--- src/rtl/basilisk_memory_unit.sv ---
// basilisk_memory_unit: scalar load/store responder issuing word requests and packaging in-order load writebacks
module basilisk_memory_unit #(
  parameter int MAX_OUTSTANDING = 4,
  parameter int OFFSET_WIDTH = 3
) (
  input  logic                    clk,
  input  logic                    rst,
  input  logic                    cmd_valid,
  output logic                    cmd_ready,
  input  logic [4:0]              cmd_dest_reg_addr,
  input  logic [OFFSET_WIDTH-1:0] cmd_dest_offset_addr,
  input  logic [31:0]             cmd_a,
  input  logic                    cmd_op,
  input  logic [31:0]             cmd_mem_base_addr,
  input  logic [31:0]             cmd_mem_offset_addr,
  output logic                    mem_req_valid,
  input  logic                    mem_req_ready,
  output logic [31:0]             mem_req_addr,
  output logic [3:0]              mem_req_write_enable,
  output logic [31:0]             mem_req_data,
  input  logic                    mem_resp_valid,
  output logic                    mem_resp_ready,
  input  logic [31:0]             mem_resp_data,
  output logic                    wb_valid,
  input  logic                    wb_ready,
  output logic [4:0]              wb_dest_reg_addr,
  output logic [OFFSET_WIDTH-1:0] wb_dest_offset_addr,
  output logic [31:0]             wb_result,
  output logic                    idle
);
  localparam int PW = $clog2(MAX_OUTSTANDING);
  localparam logic [PW:0] FULL = MAX_OUTSTANDING[PW:0];
  logic [PW:0] count;
  logic [PW-1:0] wr_ptr, rd_ptr;
  logic [4:0] tag_reg [MAX_OUTSTANDING];
  logic [OFFSET_WIDTH-1:0] tag_off [MAX_OUTSTANDING];
  logic [31:0] sum;
  logic cmd_fire, push, pop;
  assign sum = cmd_mem_base_addr + cmd_mem_offset_addr;
  assign cmd_ready = (!mem_req_valid || mem_req_ready) && (cmd_op || count < FULL);
  assign cmd_fire = cmd_valid && cmd_ready;
  assign push = cmd_fire && !cmd_op;
  assign mem_resp_ready = (!wb_valid || wb_ready) && count != '0;
  assign pop = mem_resp_valid && mem_resp_ready;
  assign idle = !mem_req_valid && count == '0 && !wb_valid;
  always_ff @(posedge clk) begin
    if (rst) begin
      mem_req_valid <= 1'b0;
      mem_req_addr <= '0;
      mem_req_write_enable <= '0;
      mem_req_data <= '0;
      wb_valid <= 1'b0;
      wb_dest_reg_addr <= '0;
      wb_dest_offset_addr <= '0;
      wb_result <= '0;
      count <= '0;
      wr_ptr <= '0;
      rd_ptr <= '0;
    end else begin
      if (cmd_fire) begin
        mem_req_valid <= 1'b1;
        mem_req_addr <= {sum[31:2], 2'b00};
        mem_req_write_enable <= cmd_op ? 4'hF : 4'h0;
        mem_req_data <= cmd_op ? cmd_a : 32'h0;
      end else if (mem_req_ready) mem_req_valid <= 1'b0;
      if (push) begin
        tag_reg[wr_ptr] <= cmd_dest_reg_addr;
        tag_off[wr_ptr] <= cmd_dest_offset_addr;
        wr_ptr <= wr_ptr + PW'(1);
      end
      if (pop) begin
        rd_ptr <= rd_ptr + PW'(1);
        wb_dest_reg_addr <= tag_reg[rd_ptr];
        wb_dest_offset_addr <= tag_off[rd_ptr];
        wb_result <= mem_resp_data;
      end
      wb_valid <= pop ? 1'b1 : (wb_ready ? 1'b0 : wb_valid);
      count <= count + (PW+1)'(push) - (PW+1)'(pop);
    end
  end
  assert property (@(posedge clk) disable iff (rst) !(mem_resp_valid && count == '0));
endmodule

--- config.mk ---
export PLATFORM = sky130hd
export DESIGN_NAME = basilisk_memory_unit
export DESIGN_NICKNAME = d
export VERILOG_FILES = /design/src/rtl/basilisk_memory_unit.sv
export SDC_FILE = /design/constraint.sdc
export NUM_CORES = 1
export LEC_CHECK = 0
export CAP_MARGIN = 20
export CORE_MARGIN = 4
export CORE_UTILIZATION = 49
export CTS_BUF_LIST = sky130_fd_sc_hd__clkbuf_4 sky130_fd_sc_hd__clkbuf_8
export DETAILED_ROUTE_END_ITERATION = 7
export PLACE_DENSITY = 0.88
export SLEW_MARGIN = 10
export SYNTH_ARGS = -nofsm -noshare
export SYNTH_HDL_FRONTEND = slang
export SYNTH_SLANG_ARGS = --single-unit
--- constraint.sdc ---
create_clock -name clk -period 6.4 [get_ports clk]
set_clock_uncertainty 0.2 [all_clocks]
set_input_delay 1.6 -clock clk [delete_from_list [all_inputs] [get_ports clk]]
set_output_delay 1.6 -clock clk [all_outputs]
set_load 0.02 [all_outputs]
### Word-level counts from Yosys, hierarchy flattened

Memories as Yosys holds them, arrays and structs flattened. A register that Yosys moved wholly into a read port is not among the register bits.
Cells that the tools add are included.

* register bits: 107
* bits in writable memories: 32
* bits of input ports: 143
* output and inout port bits: 113
* word-level logic and storage cells: 43
* memories kept: 2

Memories
* tag_reg: words 4, width 5, rd ports 1, clocked after Yosys merged registers in 1, write ports 1, RTL line 35 `logic [4:0] tag_reg [MAX_OUTSTANDING];`
* tag_off: words 4, width 3, rd ports 1, clocked after Yosys merged registers in 1, write ports 1, RTL line 36 `logic [OFFSET_WIDTH-1:0] tag_off [MAX_OUTSTANDING];`

* add/sub/neg operators: 5
* order comparisons: 1
* mux-type cells: 9
* reductions and logical operators: 17

Operators with widths (number)
* $add 32x32->32: 1
* $mux 32: 1
* $logic_and 1x1->1: 7
* $mux 1: 7
* $add 2x1->2 const B: 2
* $mux 4: 1
* $reduce_bool 2->1: 2
* $add 3x1->3: 1
* $logic_not 1->1: 3
* $logic_not 3->1: 1
* $logic_or 1x1->1: 3
* $lt 3x3->1 const B: 1
* $reduce_bool 3->1: 1
* $sub 3x1->3: 1

### Depth between registers and ports, before layout

* depth after elaboration: 8
* depth in mapped cells: 13
* mapped depth without buffers: 13

### Worst setup path before layout

No wires, ideal clock.

* kind: input port to flip-flop
* start point: input wb_ready
* end point: register count[2]
* library setup time: 0.128 ns
* data arrival time: 3.868 ns
* required time: 6.072 ns
* setup slack: 2.205 ns
* stages: 13
* buffers on the path: 1
* path through: nand2b_1 nor2b_1 nand2_1 clkinv_1 clkbuf_1 ha_1 inv_1 ha_1 inv_1 fa_1 xor2_1 xnor2_1 nor2_1

* cells in the longest elaborated chain, start to end: 4

Ends and longest elaborated chain
* from (decl): RTL line 25 `input logic wb_ready,`
* $logic_or 1x1->1: RTL line 43 `assign mem_resp_ready = (!wb_valid || wb_ready) && count != '0;`
* $logic_and 1x1->1: RTL line 43
* via mem_resp_ready: RTL line 22 `output logic mem_resp_ready,`
* $logic_and 1x1->1: RTL line 44 `assign pop = mem_resp_valid && mem_resp_ready;`
* via pop: RTL line 38 `logic cmd_fire, push, pop;`
* $sub 3x1->3: RTL line 78 `count <= count + (PW+1)'(push) - (PW+1)'(pop);`
* to (signal assigned): RTL line 78
* to (decl): RTL line 33 `logic [PW:0] count;`

The timed path passes the listed nets, and every way through them passes these cells.
A chain may end at the register's enable or synchronous reset.

### Worst setup path in the final report

* start point: input mem_req_ready
* end point: output cmd_ready

* cells in the longest elaborated chain, start to end: 2

Ends and longest elaborated chain
* from (decl): RTL line 17 `input logic mem_req_ready,`
* $logic_or 1x1->1: RTL line 40 `assign cmd_ready = (!mem_req_valid || mem_req_ready) && (cmd_op || count < FULL);`
* $logic_and 1x1->1: RTL line 40
* to (decl): RTL line 9 `output logic cmd_ready,`

Every way passes these cells.

==> impl_results.md <==
* Power Density at 293 nW/um2
* Row cnt at 42
* Crit path time final at 4.93 ns
* Setup_tns at 0 ns
* # hold bufs at CTS at 0
* Antenna-violating nets left at 0
* Post-Layout Cell Count at 1137
* Final Worst Setup Slack at 1.47 ns
* Mean Syn Cell Area at 9.21 um2
* Crit. End Element: output pin
* DRT Pass-1 Iters at 4
* First-pass GRT wire length at 26.1 mm
* WL final at 17.5 mm
* Hold Slack at 0.250 ns
* CTS tree: yes
* Total GRT Usage at 0.218
* Adder-cell share of the synthesized area at 0.0716
* Final setup viols at 0
* Top_reg_cell synth: dfxtp_1
* Iteration-0 DRC Markers at 276
* Layout area overhead at 45.7%
* Vias in the first global route at 5374
* Dpl cells at 1105
* DRC violations left at 0
* Port Buffers at 253
* Gate Count Post-Synth at 713
* Fin. max-slew vios at 0
* CP required at 4.60 ns
* Maxcap violations at 0
* Number of synthesized register bits at 144
* Die ar. at 15300 um2
* Largest family of logic cells by synthesized area: compound AO/OA/AOI/OAI gates
* Number of distinct library cells after synthesis at 54
* CTS max path bufs at 2
* Drt via density at 5.13
* Synthesized area at 6570 um2
* YS warnings at 0
* Critical path class: in2out
* EDFF count, synth at 32
* Reg-to-reg slack, setup at 3.20 ns
* Avg WL per Cell at 15.4 um
* Gpl congestion at 0.905
* Biggest regs: mem_req_data x32, wb_result x32, mem_req_addr x30
* Synth Area in XOR/XNOR at 0.0440
* Worst VDD drop at 0.133 mV
* GRT overflow at 0
* Share of layout cells above drive strength 1 at 0.0624
* Clock root buffer: clkbuf_8
* Starting Density at 0.498
* Vias at 5834
* Final Net Count at 1128
* # Post-CTS Setup Buffers at 0
* Detailed placer's ending HPWL at 13.1 mm
* Post-synthesis simple-gate area fraction at 0.162
* IO Pins at 256
* Crit-path max FO at 3
* Total leakage power at 3.59 nW
* Max Clk Rate at 0.203 GHz
* Die X at 124 um
* Initial antenna violation count at 0
* HP Class: reg2reg
* Max transition margin at 0.530
* Async S/R FF share, synth at 0
* Worst path arrival time at 3.13 ns
* Unrepaired setup endpoints after global routing: no
* Tcrit/Tclk final at 0.771
* Core area at 13200 um2
* Clk_lat worst skew at 0.43 ns
* CTS buffer count at 17
* Sequential area share after synthesis at 0.488
* Final antenna diode count at 0
* Clock-pin slew on the worst setup and hold paths at 0.08 ns
* Number of H-tree levels at 4
* Post-synthesis mux area share at 0.0274
* Final Hold Vio Count at 0
* Worst-Margin Slew at 0.705 ns
* Largest net degree at the start of global routing at 58
* Die height at 124 um
* Clock sink count at 144
* CTS resizes at 0
* CP startpoint kind: input port
* Synth Area in Compound Gates at 0.174
* Status: completed
* Worst slack, placed at 1.49 ns
==> kinds of logic after synthesis <==
group	Yosys count
AND/OR/NAND/NOR	259
AO/OA/AOI/OAI	178
flip-flops	144
buffers and inverters	53
adder cells (fa/ha/maj)	37
XOR/XNOR	33
multiplexers	8
other	1
==> metrics by stage <==
| stage | utilization | cell area, um2 | total power, mW |
|---|---|---|---|
| 2_1_floorplan | - | 6570 | 1.70 |
| 6_report | 0.725 | 9570 | 2.80 |
| 4_1_cts | 0.725 | 9570 | 2.83 |
| 3_5_place_dp | 0.696 | 9180 | 2.12 |
| 3_3_place_gp | 0.696 | 9180 | 2.10 |
| 5_1_grt | 0.725 | 9570 | 2.96 |
==> worst max-delay path, stage by stage <==
cell             delay [ns]
clkdlybuf4s50_1        0.46
nor2b_1                0.09
a21oi_1                0.28
clkdlybuf4s50_1        0.70
==> routing by layer <==
layer	vias to the layer above	global-route usage	wire (um)
met2	214	0.375	8610
met1	2693	0.261	7030
li1	2906	-	-
met4	0	0.0713	312
met3	21	0.0668	1520
met5	-	0	0
==> synthesized netlist by cell type, types with 6 or more instances <==
cell type	instances	area, um2
nand2_1	202	758
a21oi_1	112	561
dfxtp_1	112	2240
ha_1	36	450
clkbuf_1	34	128
edfxtp_1	32	961
nor2_1	19	71.3
xnor2_1	19	166
a21o_1	14	105
xor2_1	14	123
o21ai_0	10	50.1
inv_1	9	33.8
mux4_2	8	180
nand3_1	7	35.0
a22o_1	6	52.6
==> cell usage in the layout (no fill, tap or decap), types with 5 or more instances in the layout <==
cell | Yosys | routed
edfxtp_1 | 32 | 32
mux4_2 | 8 | 8
o21ai_0 | 10 | 10
ha_1 | 36 | 36
nor3b_1 | 5 | 5
a21oi_1 | 112 | 112
buf_4 | 5 | 5
a21o_1 | 14 | 14
a22o_1 | 6 | 6
clkinv_1 | 1 | 6
nand2_1 | 202 | 201
dfxtp_1 | 112 | 112
clkdlybuf4s50_1 | 0 | 252
xor2_1 | 14 | 14
inv_1 | 9 | 9
xnor2_1 | 19 | 19
nor2b_1 | 5 | 5
nand3_1 | 7 | 7
nor2_1 | 19 | 19
clkbuf_8 | 0 | 17
==> power breakdown <==
| group | total [mW] | internal (mW) | switching, mW |
|---|---|---|---|
| Combinational | 0.974 | 0.462 | 0.512 |
| Clock | 0.705 | 0.381 | 0.325 |
| Sequential | 1.12 | 1.04 | 0.0802 |
==> final timing paths <==
kind | startpoint | end | depth (start not counted)
hold reg to reg | mem_req_addr[7] | mem_req_addr[7] | 2
setup / recovery | mem_req_ready | cmd_ready | 4
hold / removal | mem_req_addr[7] | mem_req_addr[7] | 2
setup reg to reg | count[1] | count[2] | 13
==> layout make-up <==
cell class / count / area (um2)
Fill cell: 986 / 3620
Sequential cell: 144 / 3200
Multi-Input combinational cell: 517 / 3150
Timing Repair Buffer: 258 / 2560
Clock buffer: 18 / 241
Tap cell: 176 / 220
Clock inverter: 14 / 148
Inverter: 10 / 37.5
Note: power is estimated with default switching activity, not from simulation.
